==> src/rtl/data_memory_ctrl.sv <==
// ---------------------------------------------------------------------------
// data_memory_ctrl
//
// Byte-addressable data memory with a valid/ready request/response
// handshake. The number of wait states is set by LATENCY. Byte, half and
// word accesses are supported, and loads are sign- or zero-extended.
// Misaligned requests and the reserved size encoding both return an error
// response, and an erroring request never writes memory. Only one request
// is ever outstanding.
//
// Parameters:
//   ADDR_WIDTH - byte-address width; depth is 2^(ADDR_WIDTH-2) 32-bit words
//   LATENCY    - wait-state cycles between accept and access (0..15)
//   INIT_ZERO  - 1: every word starts at 0
//
// Ports:
//   clk, reset                 - clock, asynchronous active-high reset
//   req_valid / req_ready      - request handshake
//   req_write                  - 1 = store, 0 = load
//   req_size                   - 00 byte, 01 half, 10 word, 11 reserved
//   req_unsigned               - loads: 1 = zero-extend, 0 = sign-extend
//   req_addr, req_wdata        - byte address, right-aligned store data
//   resp_valid / resp_ready    - response handshake
//   resp_rdata                 - extended load data (0 for stores/errors)
//   resp_error                 - misaligned or reserved-size request
// ---------------------------------------------------------------------------
module data_memory_ctrl #(
    parameter int ADDR_WIDTH = 9,
    parameter int LATENCY    = 0,
    parameter bit INIT_ZERO  = 1'b1
) (
    input  logic                  clk,
    input  logic                  reset,
    input  logic                  req_valid,
    output logic                  req_ready,
    input  logic                  req_write,
    input  logic [1:0]            req_size,
    input  logic                  req_unsigned,
    input  logic [ADDR_WIDTH-1:0] req_addr,
    input  logic [31:0]           req_wdata,
    output logic                  resp_valid,
    input  logic                  resp_ready,
    output logic [31:0]           resp_rdata,
    output logic                  resp_error
);

    localparam int          DEPTH     = 1 << (ADDR_WIDTH - 2);
    localparam logic [3:0]  CNT_LOAD  = (LATENCY == 0) ? 4'd0 : 4'(LATENCY - 1);
    localparam logic [31:0] INIT_WORD = INIT_ZERO ? 32'h0000_0000 : 32'hxxxx_xxxx;

    typedef enum logic [1:0] {
        ST_IDLE = 2'd0,
        ST_WAIT = 2'd1,
        ST_RESP = 2'd2
    } state_t;

    // True for a half access with addr[0] set, a word access that is not
    // word-aligned, or the reserved size encoding.
    function automatic logic access_error(input logic [1:0] size, input logic [1:0] lane);
        logic err;
        case (size)
            2'b00:   err = 1'b0;
            2'b01:   err = lane[0];
            2'b10:   err = (lane != 2'b00);
            default: err = 1'b1;
        endcase
        return err;
    endfunction

    // Shift the addressed lane down to bit 0, then extend it. For an aligned
    // half, lane*8 equals addr[1]*16, so one shift serves both sizes.
    function automatic logic [31:0] load_extend(input logic [31:0] word, input logic [1:0] size,
                                                input logic [1:0] lane, input logic uns);
        logic [31:0] shifted;
        logic [31:0] res;
        shifted = word >> {lane, 3'b000};
        case (size)
            2'b00:   res = {{24{~uns & shifted[7]}}, shifted[7:0]};
            2'b01:   res = {{16{~uns & shifted[15]}}, shifted[15:0]};
            2'b10:   res = word;
            default: res = 32'h0000_0000;
        endcase
        return res;
    endfunction

    // Byte-enable mask for a store of the given size at the given lane.
    function automatic logic [3:0] store_mask(input logic [1:0] size, input logic [1:0] lane);
        logic [3:0] mask;
        case (size)
            2'b00:   mask = 4'b0001 << lane;
            2'b01:   mask = lane[1] ? 4'b1100 : 4'b0011;
            2'b10:   mask = 4'b1111;
            default: mask = 4'b0000;
        endcase
        return mask;
    endfunction

    // Replicate the right-aligned store data across every lane so that the
    // byte-enable mask alone picks the destination.
    function automatic logic [31:0] store_data(input logic [1:0] size, input logic [31:0] wd);
        logic [31:0] d;
        case (size)
            2'b00:   d = {4{wd[7:0]}};
            2'b01:   d = {2{wd[15:0]}};
            2'b10:   d = wd;
            default: d = 32'h0000_0000;
        endcase
        return d;
    endfunction

    logic [31:0] mem_r [DEPTH] = '{default: INIT_WORD};

    state_t                  state_r;
    logic [3:0]              cnt_r;
    logic                    req_ready_r;
    logic                    resp_valid_r;
    logic [31:0]             resp_rdata_r;
    logic                    resp_error_r;
    logic                    lat_write_r;
    logic [1:0]              lat_size_r;
    logic                    lat_unsigned_r;
    logic [ADDR_WIDTH-1:0]   lat_addr_r;
    logic [31:0]             lat_wdata_r;

    logic                    op_write_s;
    logic [1:0]              op_size_s;
    logic                    op_unsigned_s;
    logic [ADDR_WIDTH-1:0]   op_addr_s;
    logic [31:0]             op_wdata_s;
    logic [ADDR_WIDTH-3:0]   word_idx_s;
    logic [1:0]              lane_s;
    logic [31:0]             rd_word_s;
    logic                    err_s;
    logic [31:0]             rdata_s;
    logic [3:0]              be_s;
    logic [31:0]             sdata_s;
    logic [31:0]             merged_s;
    logic                    do_access_s;
    logic                    we_s;

    assign req_ready  = req_ready_r;
    assign resp_valid = resp_valid_r;
    assign resp_rdata = resp_rdata_r;
    assign resp_error = resp_error_r;

    // Choose the operand source. With zero latency the access happens on the
    // accept edge itself, so live inputs are used while IDLE. Otherwise the
    // latched copy is used.
    always_comb begin
        if (state_r == ST_IDLE) begin
            op_write_s    = req_write;
            op_size_s     = req_size;
            op_unsigned_s = req_unsigned;
            op_addr_s     = req_addr;
            op_wdata_s    = req_wdata;
        end else begin
            op_write_s    = lat_write_r;
            op_size_s     = lat_size_r;
            op_unsigned_s = lat_unsigned_r;
            op_addr_s     = lat_addr_r;
            op_wdata_s    = lat_wdata_r;
        end
    end

    // Decode the access and build the load result and the merged store word.
    always_comb begin
        word_idx_s = op_addr_s[ADDR_WIDTH-1:2];
        lane_s     = op_addr_s[1:0];
        rd_word_s  = mem_r[word_idx_s];
        err_s      = access_error(op_size_s, lane_s);
        be_s       = store_mask(op_size_s, lane_s);
        sdata_s    = store_data(op_size_s, op_wdata_s);
        if (op_write_s || err_s) begin
            rdata_s = 32'h0000_0000;
        end else begin
            rdata_s = load_extend(rd_word_s, op_size_s, lane_s, op_unsigned_s);
        end
        for (int i = 0; i < 4; i++) begin
            merged_s[8*i +: 8] = be_s[i] ? sdata_s[8*i +: 8] : rd_word_s[8*i +: 8];
        end
    end

    // The access edge is the accept edge when LATENCY is 0. Otherwise it is
    // the WAIT edge where the counter is 0. Reset suppresses the access.
    always_comb begin
        if (reset) begin
            do_access_s = 1'b0;
        end else begin
            case (state_r)
                ST_IDLE: do_access_s = req_valid & req_ready_r & (LATENCY == 0);
                ST_WAIT: do_access_s = (cnt_r == 4'd0);
                default: do_access_s = 1'b0;
            endcase
        end
        we_s = do_access_s & op_write_s & ~err_s;
    end

    // Storage write port. Memory contents are not reset.
    always_ff @(posedge clk) begin
        if (we_s) begin
            mem_r[word_idx_s] <= merged_s;
        end
    end

    // Control FSM with registered handshake and response outputs.
    always_ff @(posedge clk or posedge reset) begin
        if (reset) begin
            state_r        <= ST_IDLE;
            cnt_r          <= 4'd0;
            req_ready_r    <= 1'b1;
            resp_valid_r   <= 1'b0;
            resp_rdata_r   <= 32'h0000_0000;
            resp_error_r   <= 1'b0;
            lat_write_r    <= 1'b0;
            lat_size_r     <= 2'b00;
            lat_unsigned_r <= 1'b0;
            lat_addr_r     <= '0;
            lat_wdata_r    <= 32'h0000_0000;
        end else begin
            case (state_r)
                ST_IDLE: begin
                    if (req_valid && req_ready_r) begin
                        lat_write_r    <= req_write;
                        lat_size_r     <= req_size;
                        lat_unsigned_r <= req_unsigned;
                        lat_addr_r     <= req_addr;
                        lat_wdata_r    <= req_wdata;
                        req_ready_r    <= 1'b0;
                        if (LATENCY == 0) begin
                            resp_rdata_r <= rdata_s;
                            resp_error_r <= err_s;
                            resp_valid_r <= 1'b1;
                            state_r      <= ST_RESP;
                        end else begin
                            cnt_r   <= CNT_LOAD;
                            state_r <= ST_WAIT;
                        end
                    end
                end
                ST_WAIT: begin
                    if (cnt_r == 4'd0) begin
                        resp_rdata_r <= rdata_s;
                        resp_error_r <= err_s;
                        resp_valid_r <= 1'b1;
                        state_r      <= ST_RESP;
                    end else begin
                        cnt_r <= cnt_r - 4'd1;
                    end
                end
                ST_RESP: begin
                    if (resp_ready) begin
                        resp_valid_r <= 1'b0;
                        req_ready_r  <= 1'b1;
                        state_r      <= ST_IDLE;
                    end
                end
                default: begin
                    state_r      <= ST_IDLE;
                    req_ready_r  <= 1'b1;
                    resp_valid_r <= 1'b0;
                end
            endcase
        end
    end

endmodule

==> config.mk <==
export PLATFORM = sky130hd
export DESIGN_NAME = data_memory_ctrl
export DESIGN_NICKNAME = d
export VERILOG_FILES = /design/src/rtl/data_memory_ctrl.sv
export SDC_FILE = /design/constraint.sdc
export NUM_CORES = 2
export LEC_CHECK = 0
export CAP_MARGIN = 20
export CORE_MARGIN = 1.5
export CORE_UTILIZATION = 30
export DETAILED_ROUTE_END_ITERATION = 7
export DONT_BUFFER_PORTS = 1
export HOLD_SLACK_MARGIN = 0.12
export PLACE_DENSITY = 0.55
export SETUP_SLACK_MARGIN = 0.1
export SYNTH_ARGS = -nofsm -noshare
export SYNTH_HDL_FRONTEND = slang
export SYNTH_SLANG_ARGS = --single-unit
==> constraint.sdc <==
create_clock -name clk -period 8.3 [get_ports clk]
set_input_delay 0.415 -clock clk [delete_from_list [all_inputs] [get_ports clk]]
set_output_delay 0.415 -clock clk [all_outputs]
set_load 0.05 [all_outputs]
==> impl_results.md <==
- DRT Pass-1 Iters: 6
- Simple-Gate Fraction of Synth Area: 4.38%
- Resize count post-CTS: 0
- Clock sinks: 4,176
- Max VDD drop: 0.439 mV
- Initial antenna violation count: 43
- CP max stage cell: mux2_4
- Compound-Gate Fraction of Synth Area: 11.3%
- Via count: 99,191
- Synth Flop Type: edfxtp_1
- Main combinational cell family by area after synthesis: compound AO/OA/AOI/OAI gates
- Period utilization: 85.0%
- Starting Density: 30.2%
- Port buffer count: 0
- Most used cell, CP: buf_4
- Vias per cell: 5.88
- Cells along the critical path: nand3_2 -> buf_4 -> nand2_4 -> buf_4 -> a32oi_1 -> o221ai_1 -> o21ai_0 -> a41oi_1 -> or3_1 -> nor4_2 -> mux2_4 -> buf_12
- Placer Congestion: 0.951
- Area contributors post-synth: edfxtp_1 (79%), o22ai_1 (5.9%), nand2_1 (1.5%), dfrtp_1 (1.3%), o41ai_1 (1.2%)
- Largest net degree at the start of global routing: 129
- Setup TNS: 0 ns
- Post-synth EDFFs: 4,096
- Detailed placer's ending HPWL: 339,000 um
- Slowest stage delay, CP: 0.77 ns
- CP required: 9.04 ns
- Critical path peak fanout: 64
- Crit path capture type: flop
- CTS Hold Buffers Added: 83
- WL met3: 68,700 um
- Drt wl/cell: 34.5 um
- # rows: 263
- Area grow syn2layout: 17.1%
- Worst relative slew slack: 7.22%
- Synthesized cell area: 0.155 sq mm
- Cell area after layout: 0.182 sq mm
- Fmax: 0.142 GHz
- Setup bufs post-CTS: 0
- Root buf cell: clkbuf_16
- Final WL: 582,000 um
- Worst setup margin: 1.24 ns
- Detail Route met2 WL: 262,000 um
- Mapped Cells: 9,176
- CTS Buf Count: 420
- Syn nets: 9,225
- Critical path arrival: 7.79 ns
- Synth Register Bits: 4,176
- Die Span Y: 722 um
- Leading area contributor after synthesis: edfxtp_1
- Die ar.: 0.521 sq mm
- Worst Tran Pin Value: 1.39 ns
- Placed inst area: 0.167 sq mm
- Multiplexer area fraction after synthesis: 1.53%
- Number of I/O pins: 84
- Worst-skew pair later-pin latency: 1.03 ns
- Register area share after synthesis: 80.6%
- MaxCap Viol Count: 0
- Core footprint: 0.514 sq mm
- Max Used Layer: met5
- Xor/xnor share of the synthesized area: 0%
- Drt first-iter violations: 16,575
- Global-route wire length before repair: 788,000 um
- Nature of the critical path startpoint: flop
- Leakage Power: 0.0556 uW
- Place WS: 1.64 ns
- Wl on met1: 215,000 um
- Final #Nets: 9,644
- Top cell type's share of synthesized area: 79.3%
- Power per cell area: 344 mW/mm^2
- WS Path Type: reg2reg
- GRT Resource Usage Total: 21.4%
- Clk slew on worst S/H paths: 0.07 ns
- Final setup vio count: 0
- Share of cells above drive strength 1: 15.0%
- Adder-cell share of the synthesized area: 0%
- DRC Markers: 0
- Syn Area/Cell: 16.9 sq um
- H-tree levels: 5
- CTS tree: yes
- Outcome: finished, final reports clean
- Synth async-reset ratio: 1.92%
- Worst min-delay path category: in2reg
- RSZ-0062 raised after global routing: false
- Max-slew violation count: 0
- Vias in the first global route: 93,795
- Fin util: 35.3%
- Fin. Hold Viols: 0
- Synth cell types: 86
- Total global routing overflow: 0
- Tmin final: 7.06 ns
- CTS max path bufs: 4
- Routed Antenna Nets: 0
- Clock Skews: 0.0811 ns
- Die W: 722 um
- Warnings from Yosys: 0
==> through the flow <==
stage               hold WS, ns  total power, uW  instances
global placement          0.269            43100      15953
detailed placement        0.270            43600      15968
CTS                       0.121            62100      16815
finish                    0.165            62500      16871
floorplan                 0.474            36200       9176
global route              0.159            63600      16856
==> layer usage <==
| layer | vias up | global-route usage, % |
|---|---|---|
| li1 | 38875 | - |
| met1 | 51762 | 28.3 |
| met5 | - | 0 |
| met4 | 16 | 11.1 |
| met2 | 7185 | 33.2 |
| met3 | 1353 | 4.59 |
==> cell usage after synthesis (76+ instances only) <==
cell type     n
o21ai_0     131
dfrtp_1      79
clkbuf_1    170
mux2_2       89
a31oi_1     113
mux2i_1     131
nor2_1      345
buf_2       298
a32oi_1      76
nand2_1     640
edfxtp_1   4096
o22ai_1    1465
a21oi_1     227
nand3_1     164
nor3_1      114
nor4_1      111
o41ai_1     204
buf_4        96
==> where the power goes <==
group / internal, uW / total (uW) / leakage, uW / switching [uW]
Clock: 10500 / 18700 / 0.00650 / 8180
Sequential: 27900 / 28400 / 0.0377 / 490
Combinational: 3200 / 15400 / 0.0114 / 12200
Total: 41700 / 62500 / 0.0556 / 20800
==> worst max-delay path: cells and delay by family, from the launching register on <==
kind | cells | cell delay [ns]
AND/OR/NAND/NOR | 4 | 2.40
buffers and inverters | 3 | 1.25
multiplexers | 1 | 0.77
flip-flops | 1 | 0.73
AO/OA/AOI/OAI | 4 | 1.45
==> kinds of logic after synthesis <==
family	after synthesis
mux	223
buf+inv	655
compound gates	2612
flops	4176
simple gates	1510
==> state kept, by name, indices dropped and copies added, names as in the netlist <==
signal / count
resp_error: 1
resp_rdata: 32
lat_addr_r: 9
req_ready: 1
state_r: 1
lat_size_r: 2
lat_write_r: 1
mem_r: 4096
lat_unsigned_r: 1
lat_wdata_r: 32
==> area by class of cell <==
class                      count  area [sq um]
clock inverter               244          2240
multi-input combinational   4345         28500
timing repair buffer         638          5960
tap                         6890          8620
inverter                      14          53.8
antenna                       44           110
fill                       48225        332000
sequential                  4176        125000
clock buffer                 520         11100
==> cells in the final DEF, fill, tap and decap left out, types with 72 or more instances in the layout <==
master,n
nor4_1,105
nand2_1,628
clkbuf_1,89
o21ai_0,121
clkinv_1,101
nor2_1,214
mux2i_1,124
edfxtp_1,4096
o221ai_1,74
clkbuf_16,428
nor3_1,114
clkinv_2,72
o22ai_1,1464
o41ai_1,184
buf_12,74
mux2_2,86
a31oi_1,112
dlygate4sd3_1,83
a21oi_1,211
nand3_1,160
a32oi_1,76
buf_4,468
dfrtp_1,78
nor2_4,132
==> final timing paths <==
path,start,to,depth (start not counted),slack [ns]
max,state_r[1],mem_r[87][27],12,1.24
min reg2reg,lat_write_r,lat_write_r,1,0.52
max in group asynchronous,reset,state_r[1],3,7.02
min,req_write,lat_write_r,2,0.16
max reg2reg,state_r[1],mem_r[87][27],12,1.24
min in group asynchronous,reset,lat_wdata_r[10],3,0.20
(Power assumes the default switching activity.)
